### src/rtl/clkdiv_pkg.sv
// Shared types and constants for the clock-divider controller.
package clkdiv_pkg;

   // Default width of the ratio and period counter
   localparam int CNT_W_DEF = 8;

   // Smallest divide ratio that produces a meaningful square wave
   localparam int DIV_MIN = 2;

   // Controller run state
   typedef enum logic [1:0] {
      ST_IDLE = 2'd0,
      ST_RUN  = 2'd1,
      ST_STOP = 2'd2
   } state_t;

endpackage

### src/rtl/clkdiv_counter.sv
// Period counter and active-ratio register for the clock divider.
// Decodes the period boundary, the clock-enable strobe and the divided clock.
module clkdiv_counter
   import clkdiv_pkg::*;
#(
   parameter int CNT_W    = CNT_W_DEF,
   parameter int DIV_INIT = 4
) (
   input  logic             clk,
   input  logic             rst,
   input  logic             run,
   input  logic             load,
   input  logic [CNT_W-1:0] load_val,
   output logic [CNT_W-1:0] div,
   output logic             boundary,
   output logic             clk_en,
   output logic             div_clk
);

   logic [CNT_W-1:0] cnt_r;
   logic [CNT_W-1:0] div_r;
   logic [CNT_W-1:0] last_s;

   // Decode period end, strobe and divided clock from the registered count
   always_comb begin
      last_s   = div_r - CNT_W'(1);
      boundary = run && (cnt_r == last_s);
      clk_en   = boundary;
      div_clk  = run && (cnt_r < (div_r >> 1));
      div      = div_r;
   end

   // Count within the period; hold at zero while idle; latch a new ratio on load
   always_ff @(posedge clk) begin
      if (rst) begin
         cnt_r <= {CNT_W{1'b0}};
         div_r <= CNT_W'(DIV_INIT);
      end else begin
         if (!run || boundary) begin
            cnt_r <= {CNT_W{1'b0}};
         end else begin
            cnt_r <= cnt_r + CNT_W'(1);
         end
         if (load) begin
            div_r <= load_val;
         end else begin
            div_r <= div_r;
         end
      end
   end

endmodule

### src/rtl/clkdiv_ctrl.sv
// Run-time controller for the clock divider: run/stop FSM plus the
// ratio-change handshake. New ratios land only on a period boundary (or
// immediately while idle) so no output period is ever truncated or stretched.
module clkdiv_ctrl
   import clkdiv_pkg::*;
#(
   parameter int CNT_W    = CNT_W_DEF,
   parameter int DIV_INIT = 4
) (
   input  logic             i_clk,
   input  logic             i_rst,
   input  logic             i_en,
   input  logic             i_req,
   input  logic [CNT_W-1:0] i_div,
   output logic             o_ack,
   output logic             o_err,
   output logic             o_busy,
   output logic             o_clk_en,
   output logic             o_div_clk,
   output logic [CNT_W-1:0] o_div
);

   state_t           state_r;
   logic [CNT_W-1:0] pend_q_r;
   logic             pend_v_r;
   logic             ack_r;
   logic             err_r;
   logic             busy_r;

   logic             run_s;
   logic             accept_s;
   logic             reject_s;
   logic             apply_s;
   logic             boundary_s;

   // Handshake decisions: accept a new request, reject a bad ratio, or apply
   always_comb begin
      run_s    = (state_r != ST_IDLE);
      accept_s = i_req && !busy_r && !ack_r;
      reject_s = pend_v_r && (pend_q_r < CNT_W'(DIV_MIN));
      if (pend_v_r && !reject_s) begin
         apply_s = (state_r == ST_IDLE) || boundary_s;
      end else begin
         apply_s = 1'b0;
      end
   end

   clkdiv_counter #(
      .CNT_W    (CNT_W),
      .DIV_INIT (DIV_INIT)
   ) u_counter (
      .clk      (i_clk),
      .rst      (i_rst),
      .run      (run_s),
      .load     (apply_s),
      .load_val (pend_q_r),
      .div      (o_div),
      .boundary (boundary_s),
      .clk_en   (o_clk_en),
      .div_clk  (o_div_clk)
   );

   // Run/stop FSM together with pending-ratio tracking and ack/err/busy pulses
   always_ff @(posedge i_clk) begin
      if (i_rst) begin
         state_r  <= ST_IDLE;
         pend_q_r <= {CNT_W{1'b0}};
         pend_v_r <= 1'b0;
         ack_r    <= 1'b0;
         err_r    <= 1'b0;
         busy_r   <= 1'b0;
      end else begin
         case (state_r)
            ST_IDLE: state_r <= i_en ? ST_RUN : ST_IDLE;
            ST_RUN:  state_r <= i_en ? ST_RUN : ST_STOP;
            ST_STOP: begin
               // a re-enable before the final boundary resumes seamlessly
               if (i_en) begin
                  state_r <= ST_RUN;
               end else if (boundary_s) begin
                  state_r <= ST_IDLE;
               end else begin
                  state_r <= ST_STOP;
               end
            end
            default: state_r <= ST_IDLE;
         endcase

         ack_r <= reject_s || apply_s;
         err_r <= reject_s;

         if (accept_s) begin
            pend_q_r <= i_div;
            pend_v_r <= 1'b1;
            busy_r   <= 1'b1;
         end else if (reject_s || apply_s) begin
            pend_q_r <= pend_q_r;
            pend_v_r <= 1'b0;
            busy_r   <= 1'b0;
         end else begin
            pend_q_r <= pend_q_r;
            pend_v_r <= pend_v_r;
            busy_r   <= busy_r;
         end
      end
   end

   assign o_ack  = ack_r;
   assign o_err  = err_r;
   assign o_busy = busy_r;

endmodule

### config.mk
export PLATFORM = sky130hd
export DESIGN_NAME = clkdiv_ctrl
export DESIGN_NICKNAME = d
export VERILOG_FILES = /design/src/rtl/clkdiv_pkg.sv /design/src/rtl/clkdiv_counter.sv /design/src/rtl/clkdiv_ctrl.sv
export SDC_FILE = /design/constraint.sdc
export NUM_CORES = 1
export LEC_CHECK = 0
export CAP_MARGIN = 20
export CORE_AREA = 2 2 84 86
export DETAILED_ROUTE_END_ITERATION = 10
export DIE_AREA = 0 0 86 88
export GPL_TIMING_DRIVEN = 1
export SLEW_MARGIN = 15
export SYNTH_ARGS = -nofsm -noshare
export SYNTH_HDL_FRONTEND = slang
export SYNTH_HIERARCHICAL = 1
export SYNTH_SLANG_ARGS = --single-unit
### constraint.sdc
create_clock -name i_clk -period 2.8 [get_ports i_clk]
set_input_delay 0.56 -clock i_clk [delete_from_list [all_inputs] [get_ports i_clk]]
set_output_delay 0.56 -clock i_clk [all_outputs]
set_load 0.02 [all_outputs]
==> impl_metrics.sql, run 1 <==
INSERT INTO impl_metrics (metric_group, metric, value, unit) VALUES
('route', 'avgRoutedWirePerCell', '12.5', 'um'),
('power_and_ir_drop', 'cellPowerDensity', '439', 'mW/mm^2'),
('synth', 'asyncSetResetFlopFracSynth', '0', '%'),
('floorplan', 'core_region_area', '0.00664', 'mm^2'),
('synth', 'proportion_of_netlist_area_held_by_the_largest_area_contributor', '35.5', '%'),
('power_and_ir_drop', 'leakage_power_of_the_design', '0.000928', 'uW'),
('min_path', 'worst_hold_startpoint', 'pend_q_r[2]', ''),
('timing', 'worst_max_slew_pin_slew', '510', 'ps'),
('setup_path', 'timing.critical_path.fanout_max', '5', ''),
('cts', 'clockRootBuffer', 'sky130_fd_sc_hd__clkbuf_8', ''),
('place', 'hpwlAfterDp', '2950', 'um'),
('setup_path', 'r2r.worst_path.cells', '12', ''),
('synth', 'synthesis.yosys.warnings', '6', ''),
('route', 'dr_total_vias', '1355', ''),
('cts', 'clk_latency', '280', 'ps'),
('finish', 'fillCellCount', '680', ''),
('timing', 'setup_tns', '0', 'ps'),
('place', 'post_place_cells', '299', ''),
('timing', 'setup_viol', '0', ''),
('min_path', 'hold_class', 'flip-flop to flip-flop', ''),
('place', 'port_buffers', '24', ''),
('timing', 'timing.clock.skew', '7.97', 'ps'),
('route', 'drt_iter0_markers', '39', ''),
('floorplan', 'fp.dieH', '88', 'um'),
('cts', 'postCtsHoldBufs', '0', ''),
('finish', 'post_route_cells_drive_above_1_share', '19.5', '%'),
('run_status', 'status', 'finished clean', ''),
('place', 'gp_congestion', '0.812', ''),
('synth', 'synth_top_cell_by_area', 'sky130_fd_sc_hd__dfxtp_1', ''),
('floorplan', 'dieWidth', '86', 'um'),
('setup_path', 'crit_chain', 'buf_4 -> or2_4 -> nor4_4 -> xnor2_2 -> a2111oi_4 -> and3_4 -> buf_6', ''),
('timing', 'grt_setup_unrepaired', 'false', ''),
('global_route', 'grt_antenna_before_repair', '0', ''),
('route', 'via_per_inst', '4.43', ''),
('timing', 'worst_slew_margin_rel', '66.0', '%'),
('floorplan', 'die-area', '0.00757', 'mm^2'),
('setup_path', 'setup.worst_path.class', 'flip-flop to output port', ''),
('timing', 'maxSlewViolCount', '0', ''),
('cts', 'cts_buffer_depth', '2', ''),
('synth', 'ys_dominant_reg_cell', 'sky130_fd_sc_hd__dfxtp_1', ''),
('global_route', 'grt_max_degree', '16', ''),
('synth', 'post_synth_most_frequent_cells', '29 x sky130_fd_sc_hd__dfxtp_1, 21 x sky130_fd_sc_hd__nor2_1, 16 x sky130_fd_sc_hd__mux2i_1, 16 x sky130_fd_sc_hd__nand2_1, 13 x sky130_fd_sc_hd__a21oi_1', ''),
('timing', 'hold-worst-slack', '516', 'ps'),
('route', 'antenna_left', '0', ''),
('finish', 'antenna_cells_inserted', '0', ''),
('synth', 'synth-edff-count', '0', ''),
('synth', 'yosys_register_bits', '29', ''),
('synth', 'net_count_of_the_mapped_netlist', '204', ''),
('setup_path', 'worst-r2r-setup-slack', '110', 'ps'),
('floorplan', 'placementRows', '30', ''),
('global_route', 'wire_length_of_the_first_global_routing_pass', '6380', 'um'),
('finish', 'area_growth_syn_to_layout', '34.2', '%'),
('setup_path', 'capture_instance_of_the_worst_register_to_register_path', 'u_counter/div[6]', ''),
('finish', 'final_util', '33.0', '%'),
('synth', 'synth_top_cells_by_area', 'sky130_fd_sc_hd__dfxtp_1 36%, sky130_fd_sc_hd__mux2i_1 9.8%, sky130_fd_sc_hd__ha_1 6.1%', ''),
('synth', 'syn-instance-count', '184', ''),
('synth', 'post-synth-top-count-cell', 'sky130_fd_sc_hd__dfxtp_1', ''),
('global_route', 'remaining_global_route_overflow', '0', ''),
('route', 'drtPass1Iterations', '4', ''),
('setup_path', 'critical_path_arrival', '2150', 'ps'),
('cts', 'cts_post_setup_buffers_inserted', '0', ''),
('setup_path', 'cpPeakStageDelay', '360', 'ps'),
('route', 'drcViolationCount', '0', ''),
('cts', 'tritoncts_num_sinks', '29', ''),
('synth', 'yosys.cell_types.count', '37', ''),
('finish', 'final_nets', '246', ''),
('job', 'max-cap-violations', '0', ''),
('synth', 'synth.cell_area', '0.00164', 'mm^2'),
('floorplan', 'number_of_i_o_pins', '25', ''),
('global_route', 'grt_use_total', '10.9', '%'),
('setup_path', 'crit-reg2reg-launch', 'u_counter/div[0]', '');
==> state kept, by name, indices dropped and copies added (netlist names) <==
signal	count
u_counter/cnt_r	8
o_busy	1
o_ack	1
pend_q_r	8
u_counter/div	8
state_r	2
o_err	1
==> worst max path at each step <==
stage                                start               end  slack (ps)  cells past startpoint
final                     u_counter/div[0]          o_clk_en          90                      7
after global routing      u_counter/div[0]          o_clk_en          20                      7
after CTS                 u_counter/div[0]          o_clk_en          40                      7
after detailed placement  u_counter/div[0]          o_clk_en          20                      7
after global placement    u_counter/div[0]          o_clk_en          60                      7
after floorplan           u_counter/div[1]  u_counter/div[0]           2                     11
==> placed cells by master (no fill, tap or decap), types with 2 or more instances in the layout <==
master                            instances
sky130_fd_sc_hd__o211ai_1                 2
sky130_fd_sc_hd__xor2_1                   7
sky130_fd_sc_hd__and3_4                   2
sky130_fd_sc_hd__nand3_1                  4
sky130_fd_sc_hd__nand2_1                 16
sky130_fd_sc_hd__nand2b_1                 2
sky130_fd_sc_hd__mux2i_1                 16
sky130_fd_sc_hd__o21bai_1                 2
sky130_fd_sc_hd__nor3_1                   4
sky130_fd_sc_hd__nor4_4                   2
sky130_fd_sc_hd__ha_1                     8
sky130_fd_sc_hd__clkdlybuf4s50_1         22
sky130_fd_sc_hd__and3_1                   3
sky130_fd_sc_hd__buf_4                   20
sky130_fd_sc_hd__inv_1                   12
sky130_fd_sc_hd__clkbuf_8                 6
sky130_fd_sc_hd__nor2b_1                  3
sky130_fd_sc_hd__a21oi_1                 13
sky130_fd_sc_hd__nor2_1                  21
sky130_fd_sc_hd__a31oi_1                  2
sky130_fd_sc_hd__xnor2_1                  8
sky130_fd_sc_hd__nand4_1                  2
sky130_fd_sc_hd__dfxtp_1                 28
sky130_fd_sc_hd__nand2_2                  2
==> repair_timing <==
| action | 4_1_cts | 5_1_grt |
|---|---|---|
| pin swaps | 0 | 7 |
| gates resized for setup | 4 | 12 |
| endpoints found under the setup margin | 2 | 9 |
==> per-layer routing <==
metal / up-vias / part of all wire (%) / global-route usage, %
met4: 0 / 1.6 / 4.33
li1: 701 / - / -
met1: 627 / 49 / 14.0
met2: 20 / 46 / 17.4
met5: - / 0 / 0
met3: 7 / 3.1 / 3.02
==> power by group <==
part | switching [uW] | internal, uW | total [uW]
sequential | 17.6 | 428 | 446
combinational | 77.9 | 87.0 | 165
clock | 158 | 194 | 352
==> logic make-up (layout without fill, tap and decap cells) <==
| family | Yosys count | count (layout) | share of synthesized area (%) |
|---|---|---|---|
| and+or+nand+nor | 67 | 67 | 21.6 |
| DFF | 29 | 29 | 35.5 |
| AOI/OAI and AO/OA | 26 | 26 | 11.2 |
| buffers and inverters | 22 | 64 | 7.19 |
| xor gates and xnor gates | 16 | 16 | 8.57 |
| muxes | 16 | 16 | 9.79 |
| adders and majority gates | 8 | 8 | 6.12 |
==> final cells by class <==
type / instances / area, um^2 / area share, %
clock buffers: 6 / 82.6 / 3.76
well taps: 80 / 100 / 4.56
clock inverters: 1 / 7.51 / 0.342
inverters: 12 / 45.0 / 2.05
flip-flops and latches: 29 / 584 / 26.6
repair buffers: 45 / 405 / 18.5
multi-input cells: 133 / 970 / 44.2
==> critical path: cells and delay by family, from the launching register on <==
kind            cells  cell delay (ps)
simple gates        3              760
compound gates      1              350
xor+xnor            1              140
buf+inv             2              260
flops               1              360
==> per-stage QoR <==
| step | setup WS [ps] | area, um^2 |
|---|---|---|
| after global placement | 59.5 | 2060 |
| after CTS | 43.3 | 2150 |
| after floorplan | 1.85 | 1640 |
| final | 87.5 | 2190 |
| after detailed placement | 22.2 | 2060 |
| after global routing | 16.1 | 2190 |
Power figures use the tool's default switching activity.
==> run 2, diff against run 1 <==
--- a/config.mk
+++ b/config.mk
@@ -5,11 +5,11 @@
 export SDC_FILE = /design/constraint.sdc
 export NUM_CORES = 1
 export LEC_CHECK = 0
-export CAP_MARGIN = 20
 export CORE_AREA = 2 2 84 86
 export DETAILED_ROUTE_END_ITERATION = 10
 export DIE_AREA = 0 0 86 88
 export GPL_TIMING_DRIVEN = 1
+export SETUP_SLACK_MARGIN = 0.4
 export SLEW_MARGIN = 15
 export SYNTH_ARGS = -nofsm -noshare
 export SYNTH_HDL_FRONTEND = slang
==> impl_metrics.sql, run 2 (same netlist as run 1, synthesis figures left out) <==
INSERT INTO impl_metrics (metric_group, metric, value, unit) VALUES
('power_and_ir_drop', 'p_int', '714', 'uW'),
('setup_path', 'timing.critical_path.from_type', 'flip-flop', ''),
('cts', 'clockRootBuffer', 'sky130_fd_sc_hd__clkbuf_8', ''),
('cts', 'postCtsHoldBufs', '0', ''),
('power_and_ir_drop', 'share_comb_of_total_power', '16.8', '%'),
('global_route', 'grt_max_degree', '16', ''),
('timing', 'post-route-worst-setup-slack', '196', 'ps'),
('setup_path', 'r2r.worst_path.cells', '11', ''),
('finish', 'antenna_cells_inserted', '0', ''),
('route', 'drtPass1Iterations', '4', ''),
('global_route', 'wire_length_of_the_first_global_routing_pass', '6270', 'um'),
('timing', 'min_period_over_period', '93.0', '%'),
('place', 'placed_area', '0.00205', 'mm^2'),
('setup_path', 'critical_path_arrival', '2040', 'ps'),
('timing', 'setup_viol', '0', ''),
('global_route', 'grt_antenna_before_repair', '0', ''),
('route', 'drcViolationCount', '0', ''),
('timing', 'grt_setup_unrepaired', 'true', ''),
('finish', 'area_growth_syn_to_layout', '36.5', '%'),
('timing', 'timing.clock.skew', '6.51', 'ps'),
('run_status', 'status', 'finished clean', ''),
('floorplan', 'initial_core_util', '24.6', '%'),
('timing', 'fin_crit', '2600', 'ps'),
('cts', 'cts_buffer_depth', '2', ''),
('timing', 'worst_slew_margin_rel', '62.0', '%'),
('global_route', 'grt_pass1_vias', '1341', ''),
('floorplan', 'core_region_area', '0.00664', 'mm^2'),
('cts', 'tritoncts_num_sinks', '29', ''),
('floorplan', 'die-area', '0.00757', 'mm^2'),
('power_and_ir_drop', 'clkPwrFrac', '37.5', '%'),
('power_and_ir_drop', 'max-vdd-ir-drop', '205', 'uV'),
('place', 'setup_slack_after_placement', '113', 'ps'),
('min_path', 'depth_of_the_worst_hold_timing_path', '2', ''),
('cts', 'clk_latency', '280', 'ps'),
('finish', 'design_area', '0.00223', 'mm^2'),
('min_path', 'hold_class', 'flip-flop to flip-flop', ''),
('power_and_ir_drop', 'fraction_of_power_spent_switching_nets', '26.8', '%'),
('setup_path', 'cp-end-kind', 'output port', ''),
('finish', 'finish.cell_count_without_fillers', '309', ''),
('floorplan', 'dieWidth', '86', 'um'),
('route', 'wirelength', '3760', 'um'),
('cts', 'cts_inserted_buffers', '5', ''),
('route', 'via_per_inst', '4.50', ''),
('setup_path', 'required', '2240', 'ps'),
('timing', 'maxSlewViolCount', '0', ''),
('global_route', 'grt_use_total', '10.6', '%'),
('floorplan', 'placementRows', '30', ''),
('finish', 'final_nets', '248', ''),
('power_and_ir_drop', 'leakage_power_of_the_design', '0.000941', 'uW'),
('finish', 'most-common-layout-cells', '24 x sky130_fd_sc_hd__dfxtp_1, 24 x sky130_fd_sc_hd__buf_4, 22 x sky130_fd_sc_hd__clkdlybuf4s50_1, 21 x sky130_fd_sc_hd__nor2_1, 16 x sky130_fd_sc_hd__mux2i_1', ''),
('floorplan', 'number_of_i_o_pins', '25', ''),
('route', 'avgRoutedWirePerCell', '12.2', 'um'),
('place', 'port_buffers', '24', ''),
('place', 'hpwlAfterDp', '2810', 'um'),
('power_and_ir_drop', 'cellPowerDensity', '437', 'mW/mm^2'),
('timing', 'report.final.hold_viol_count', '0', ''),
('cts', 'clk_transition_reported_paths', '70', 'ps'),
('floorplan', 'fp.dieH', '88', 'um'),
('cts', 'tritoncts', 'done', ''),
('timing', 'fmax', '0.384', 'GHz'),
('setup_path', 'setup.worst_path.class', 'flip-flop to output port', ''),
('job', 'max-cap-violations', '0', ''),
('finish', 'post_route_cells_drive_above_1_share', '24.5', '%'),
('power_and_ir_drop', 'switching_power_total', '261', 'uW'),
('route', 'dr_total_vias', '1392', ''),
('setup_path', 'timing.critical_path.fanout_max', '4', ''),
('power_and_ir_drop', 'fraction_of_power_consumed_by_sequential_logic', '45.8', '%'),
('place', 'post_place_cells', '292', ''),
('place', 'gp_congestion', '0.808', ''),
('timing', 'setup_tns', '0', 'ps'),
('route', 'drt_iter0_markers', '61', ''),
('route', 'antenna_left', '0', ''),
('timing', 'worst_max_slew_pin_slew', '569', 'ps'),
('global_route', 'remaining_global_route_overflow', '0', ''),
('cts', 'htree_levels', '2', '');
run 2: changes by cell type in the layout (fill, tap and decap cells not counted), sizes merged:
cell and delta:
buf +3, clkinv +2, clkinvlp -1, dlygate4sd2 -1
run 2: power by group through the flow:
stage	Sequential, uW	Clock [uW]	Combinational (uW)
after floorplan	460	0	98.5
after global placement	457	0	156
after detailed placement	457	0	156
after CTS	447	371	162
after global routing	449	390	179
final	446	366	163
run 2: what timing repair did:
action | CTS | global route
buffers inserted | 8 | 1
pin swaps | 7 | 4
gates cloned | 0 | 0
gates resized for setup | 15 | 3
setup endpoints to repair | 9 | 10
endpoints found under the hold margin | 0 | 0
run 2: per-stage QoR:
| stage | util [%] | hold slack (ps) | total power, uW |
|---|---|---|---|
| 2_1_floorplan | - | 460 | 558 |
| 4_1_cts | 33.4 | 510 | 979 |
| 3_5_place_dp | 30.9 | 508 | 613 |
| 6_report | 33.6 | 498 | 975 |
| 3_3_place_gp | 30.9 | 509 | 612 |
| 5_1_grt | 33.6 | 541 | 1020 |
run 2: final timing paths:
path / startpoint / to / slack [ps]
worst max register to register: u_counter/div[1] / u_counter/div[3] / 290
worst max-delay path: u_counter/div[1] / o_clk_en / 200
worst min-delay path: pend_q_r[2] / u_counter/div[2] / 500
worst min register to register: pend_q_r[2] / u_counter/div[2] / 500
run 2: layout make-up:
cell class	count	area [um^2]
Fill cell	673	4410
Multi-Input combinational cell	133	985
Sequential cell	29	594
Timing Repair Buffer	47	412
Tap cell	80	100
Clock buffer	6	82.6
Inverter	12	45.0
Clock inverter	2	13.8
run 2: worst max-delay path: stages, from the launching register on:
cell                        delay (ps)
sky130_fd_sc_hd__dfxtp_4           370
sky130_fd_sc_hd__inv_2              50
sky130_fd_sc_hd__ha_4              250
sky130_fd_sc_hd__xor2_1            140
sky130_fd_sc_hd__nand4_1           160
sky130_fd_sc_hd__a2111oi_4         400
sky130_fd_sc_hd__and3_4            250
sky130_fd_sc_hd__buf_4             140
run 2: metal layers:
layer	vias up	GRT usage, %	wire [um]
met1	657	14.2	1890
met3	4	3.11	147
met5	-	0	0
li1	710	-	-
met4	0	3.03	40
met2	21	16.6	1680
==> run 3, diff against run 2 <==
--- a/config.mk
+++ b/config.mk
@@ -6,12 +6,15 @@
 export NUM_CORES = 1
 export LEC_CHECK = 0
 export CORE_AREA = 2 2 84 86
+export CTS_BUF_LIST = sky130_fd_sc_hd__clkbuf_8
 export DETAILED_ROUTE_END_ITERATION = 10
 export DIE_AREA = 0 0 86 88
 export GPL_TIMING_DRIVEN = 1
+export HOLD_SLACK_MARGIN = 0.02
 export SETUP_SLACK_MARGIN = 0.4
 export SLEW_MARGIN = 15
 export SYNTH_ARGS = -nofsm -noshare
 export SYNTH_HDL_FRONTEND = slang
 export SYNTH_HIERARCHICAL = 1
 export SYNTH_SLANG_ARGS = --single-unit
+export TNS_END_PERCENT = 20
==> impl_metrics.sql, run 3 (same netlist as run 1, synthesis figures left out) <==
INSERT INTO impl_metrics (metric_group, metric, value, unit) VALUES
('run_status', 'status', 'finished clean', ''),
('setup_path', 'capture_instance_of_the_worst_register_to_register_path', 'u_counter/div[3]', ''),
('min_path', 'worst_hold_startpoint', 'pend_q_r[2]', ''),
('power_and_ir_drop', 'leakage_power_of_the_design', '0.000908', 'uW'),
('min_path', 'timing.hold.worst_endpoint', 'u_counter/div[2]', ''),
('floorplan', 'fp.dieH', '88', 'um'),
('global_route', 'top_usage_layer', 'met2', ''),
('route', 'avgRoutedWirePerCell', '12.9', 'um'),
('route', 'drcViolationCount', '0', ''),
('finish', 'antenna_cells_inserted', '0', ''),
('finish', 'finish.cell_count_without_fillers', '302', ''),
('setup_path', 'crit-reg2reg-launch', 'u_counter/div[0]', ''),
('timing', 'worst_max_slew_pin_slew', '552', 'ps'),
('global_route', 'use_met1', '14.7', '%'),
('cts', 'htree_levels', '2', ''),
('timing', 'min_period_over_period', '91.3', '%'),
('timing', 'hold-worst-slack', '505', 'ps'),
('timing', 'setup_tns', '0', 'ps'),
('route', 'antenna_left', '0', ''),
('place', 'port_buffers', '24', ''),
('place', 'post_place_cells', '291', ''),
('min_path', 'depth_of_the_worst_hold_timing_path', '2', ''),
('global_route', 'grt_util_met3', '2.64', '%'),
('floorplan', 'placementRows', '30', ''),
('setup_path', 'setup.worst_path.class', 'flip-flop to output port', ''),
('floorplan', 'dieWidth', '86', 'um'),
('global_route', 'grt_use_total', '11.0', '%'),
('floorplan', 'initial_core_util', '24.6', '%'),
('route', 'via_per_inst', '4.51', ''),
('job', 'max-cap-violations', '0', ''),
('floorplan', 'number_of_i_o_pins', '25', ''),
('route', 'drtPass1Iterations', '4', ''),
('global_route', 'met2_global_route_usage', '16.9', '%'),
('cts', 'cts_inserted_buffers', '5', ''),
('cts', 'cts_buffer_depth', '2', ''),
('cts', 'tritoncts', 'done', ''),
('finish', 'final_nets', '241', ''),
('route', 'wirelength', '3890', 'um'),
('timing', 'grt_setup_unrepaired', 'true', ''),
('finish', 'post_route_cells_drive_above_1_share', '21.6', '%'),
('setup_path', 'cpPeakStageDelay', '380', 'ps'),
('global_route', 'wire_length_of_the_first_global_routing_pass', '6430', 'um'),
('setup_path', 'cp_slowest_cell', 'sky130_fd_sc_hd__dfxtp_4', ''),
('global_route', 'grt_pass1_vias', '1353', ''),
('place', 'gp_congestion', '0.782', ''),
('place', 'setup_slack_after_placement', '109', 'ps'),
('route', 'drt_iter0_markers', '63', ''),
('setup_path', 'critical_path_arrival', '2000', 'ps'),
('finish', 'final_util', '32.9', '%'),
('timing', 'report.final.hold_viol_count', '0', ''),
('setup_path', 'cp-end-kind', 'output port', ''),
('cts', 'tritoncts_num_sinks', '29', ''),
('timing', 'worst_slew_margin_rel', '63.1', '%'),
('power_and_ir_drop', 'max-vdd-ir-drop', '266', 'uV'),
('cts', 'clk_transition_reported_paths', '60', 'ps'),
('cts', 'clockRootBuffer', 'sky130_fd_sc_hd__clkbuf_8', ''),
('global_route', 'grt_max_degree', '20', ''),
('setup_path', 'crit_chain', 'inv_4 -> ha_4 -> buf_6 -> nor3b_2 -> a31oi_1 -> nor2_1 -> a2111oi_4 -> and3_4 -> buf_6', ''),
('setup_path', 'timing.critical_path.fanout_max', '7', ''),
('power_and_ir_drop', 'cellPowerDensity', '427', 'mW/mm^2'),
('finish', 'layout.cells.most_common', 'sky130_fd_sc_hd__dfxtp_1', ''),
('floorplan', 'die-area', '0.00757', 'mm^2'),
('cts', 'postCtsHoldBufs', '0', ''),
('setup_path', 'timing.critical_path.from_type', 'flip-flop', ''),
('setup_path', 'path_common_cell', 'sky130_fd_sc_hd__buf_6', ''),
('timing', 'setup_viol', '0', ''),
('floorplan', 'core_region_area', '0.00664', 'mm^2'),
('place', 'hpwlAfterDp', '2830', 'um'),
('timing', 'post-route-worst-setup-slack', '244', 'ps'),
('finish', 'area_growth_syn_to_layout', '33.5', '%'),
('setup_path', 'required', '2240', 'ps'),
('global_route', 'grt_antenna_before_repair', '0', ''),
('timing', 'maxSlewViolCount', '0', ''),
('setup_path', 'worst-r2r-setup-slack', '310', 'ps'),
('min_path', 'hold_class', 'flip-flop to flip-flop', ''),
('setup_path', 'r2r.worst_path.cells', '13', ''),
('route', 'dr_total_vias', '1361', ''),
('timing', 'timing.clock.skew', '5.52', 'ps'),
('cts', 'clk_latency', '280', 'ps'),
('finish', 'fillCellCount', '680', ''),
('timing', 'fmax', '0.391', 'GHz'),
('timing', 'fin_crit', '2560', 'ps'),
('global_route', 'remaining_global_route_overflow', '0', ''),
('finish', 'most-common-layout-cells', '25 x sky130_fd_sc_hd__dfxtp_1, 22 x sky130_fd_sc_hd__clkdlybuf4s50_1, 21 x sky130_fd_sc_hd__nor2_1, 16 x sky130_fd_sc_hd__mux2i_1, 15 x sky130_fd_sc_hd__nand2_1', '');
==> run 3: cell types whose count changed in the layout (fill, tap and decap cells not counted), sizes merged <==
cell / change
and3: +1
buf: -9
clkdlybuf4s15: +1
clkbuf: -1
inv: +1
==> run 3: repair_timing <==
action | in CTS | in global routing
gates resized for setup | 13 | 6
buffers inserted | 1 | 1
cloned | 0 | 1
pin swaps | 5 | 6
endpoints found under the setup margin | 9 | 10
==> run 3: report_power, final <==
group	switching [uW]	internal [uW]	total, uW
registers	21.0	428	449
clock network	154	168	322
logic	77.5	83.5	161
==> run 3: final cells by class <==
type                            count  area (um^2)  area share, %
Sequential cell                    29          593           27.2
Timing Repair Buffer               39          359           16.4
Inverter                           12         50.0           2.29
Clock inverter                      3         13.8          0.630
Multi-Input combinational cell    134          998           45.7
Clock buffer                        5         68.8           3.15
Tap cell                           80          100           4.58
==> run 3: layer usage <==
layer  routed length (um)  vias up  share of wire, %
met5                    0        -                 0
met4                   46        0               1.2
met3                  123        4               3.2
met2                 1770       19                46
met1                 1940      635                50
li1                     -      703                 -
==> run 3: worst max path at each step <==
stage	endpoint	slack, ps	cells past startpoint	startpoint
after floorplan	u_counter/div[4]	320	13	u_counter/div[0]
after global placement	o_clk_en	110	6	u_counter/div[0]
after detailed placement	o_clk_en	110	8	u_counter/div[0]
after CTS	o_clk_en	250	6	u_counter/div[0]
after global routing	o_clk_en	160	9	u_counter/div[0]
final	o_clk_en	240	9	u_counter/div[0]
==> run 3: worst max-delay path, delay by kind of cell, from the launching register on <==
kind,cells,cell delay [ps]
buf+inv,3,300
fa+ha+maj,1,140
flops,1,380
simple gates,3,410
compound gates,2,480
==> run 3: per-stage QoR <==
step                      area (um^2)  total power (uW)
after detailed placement         2050               613
after global placement           2050               612
after global routing             2180               978
final                            2180               932
after CTS                        2150               942
after floorplan                  1690               558
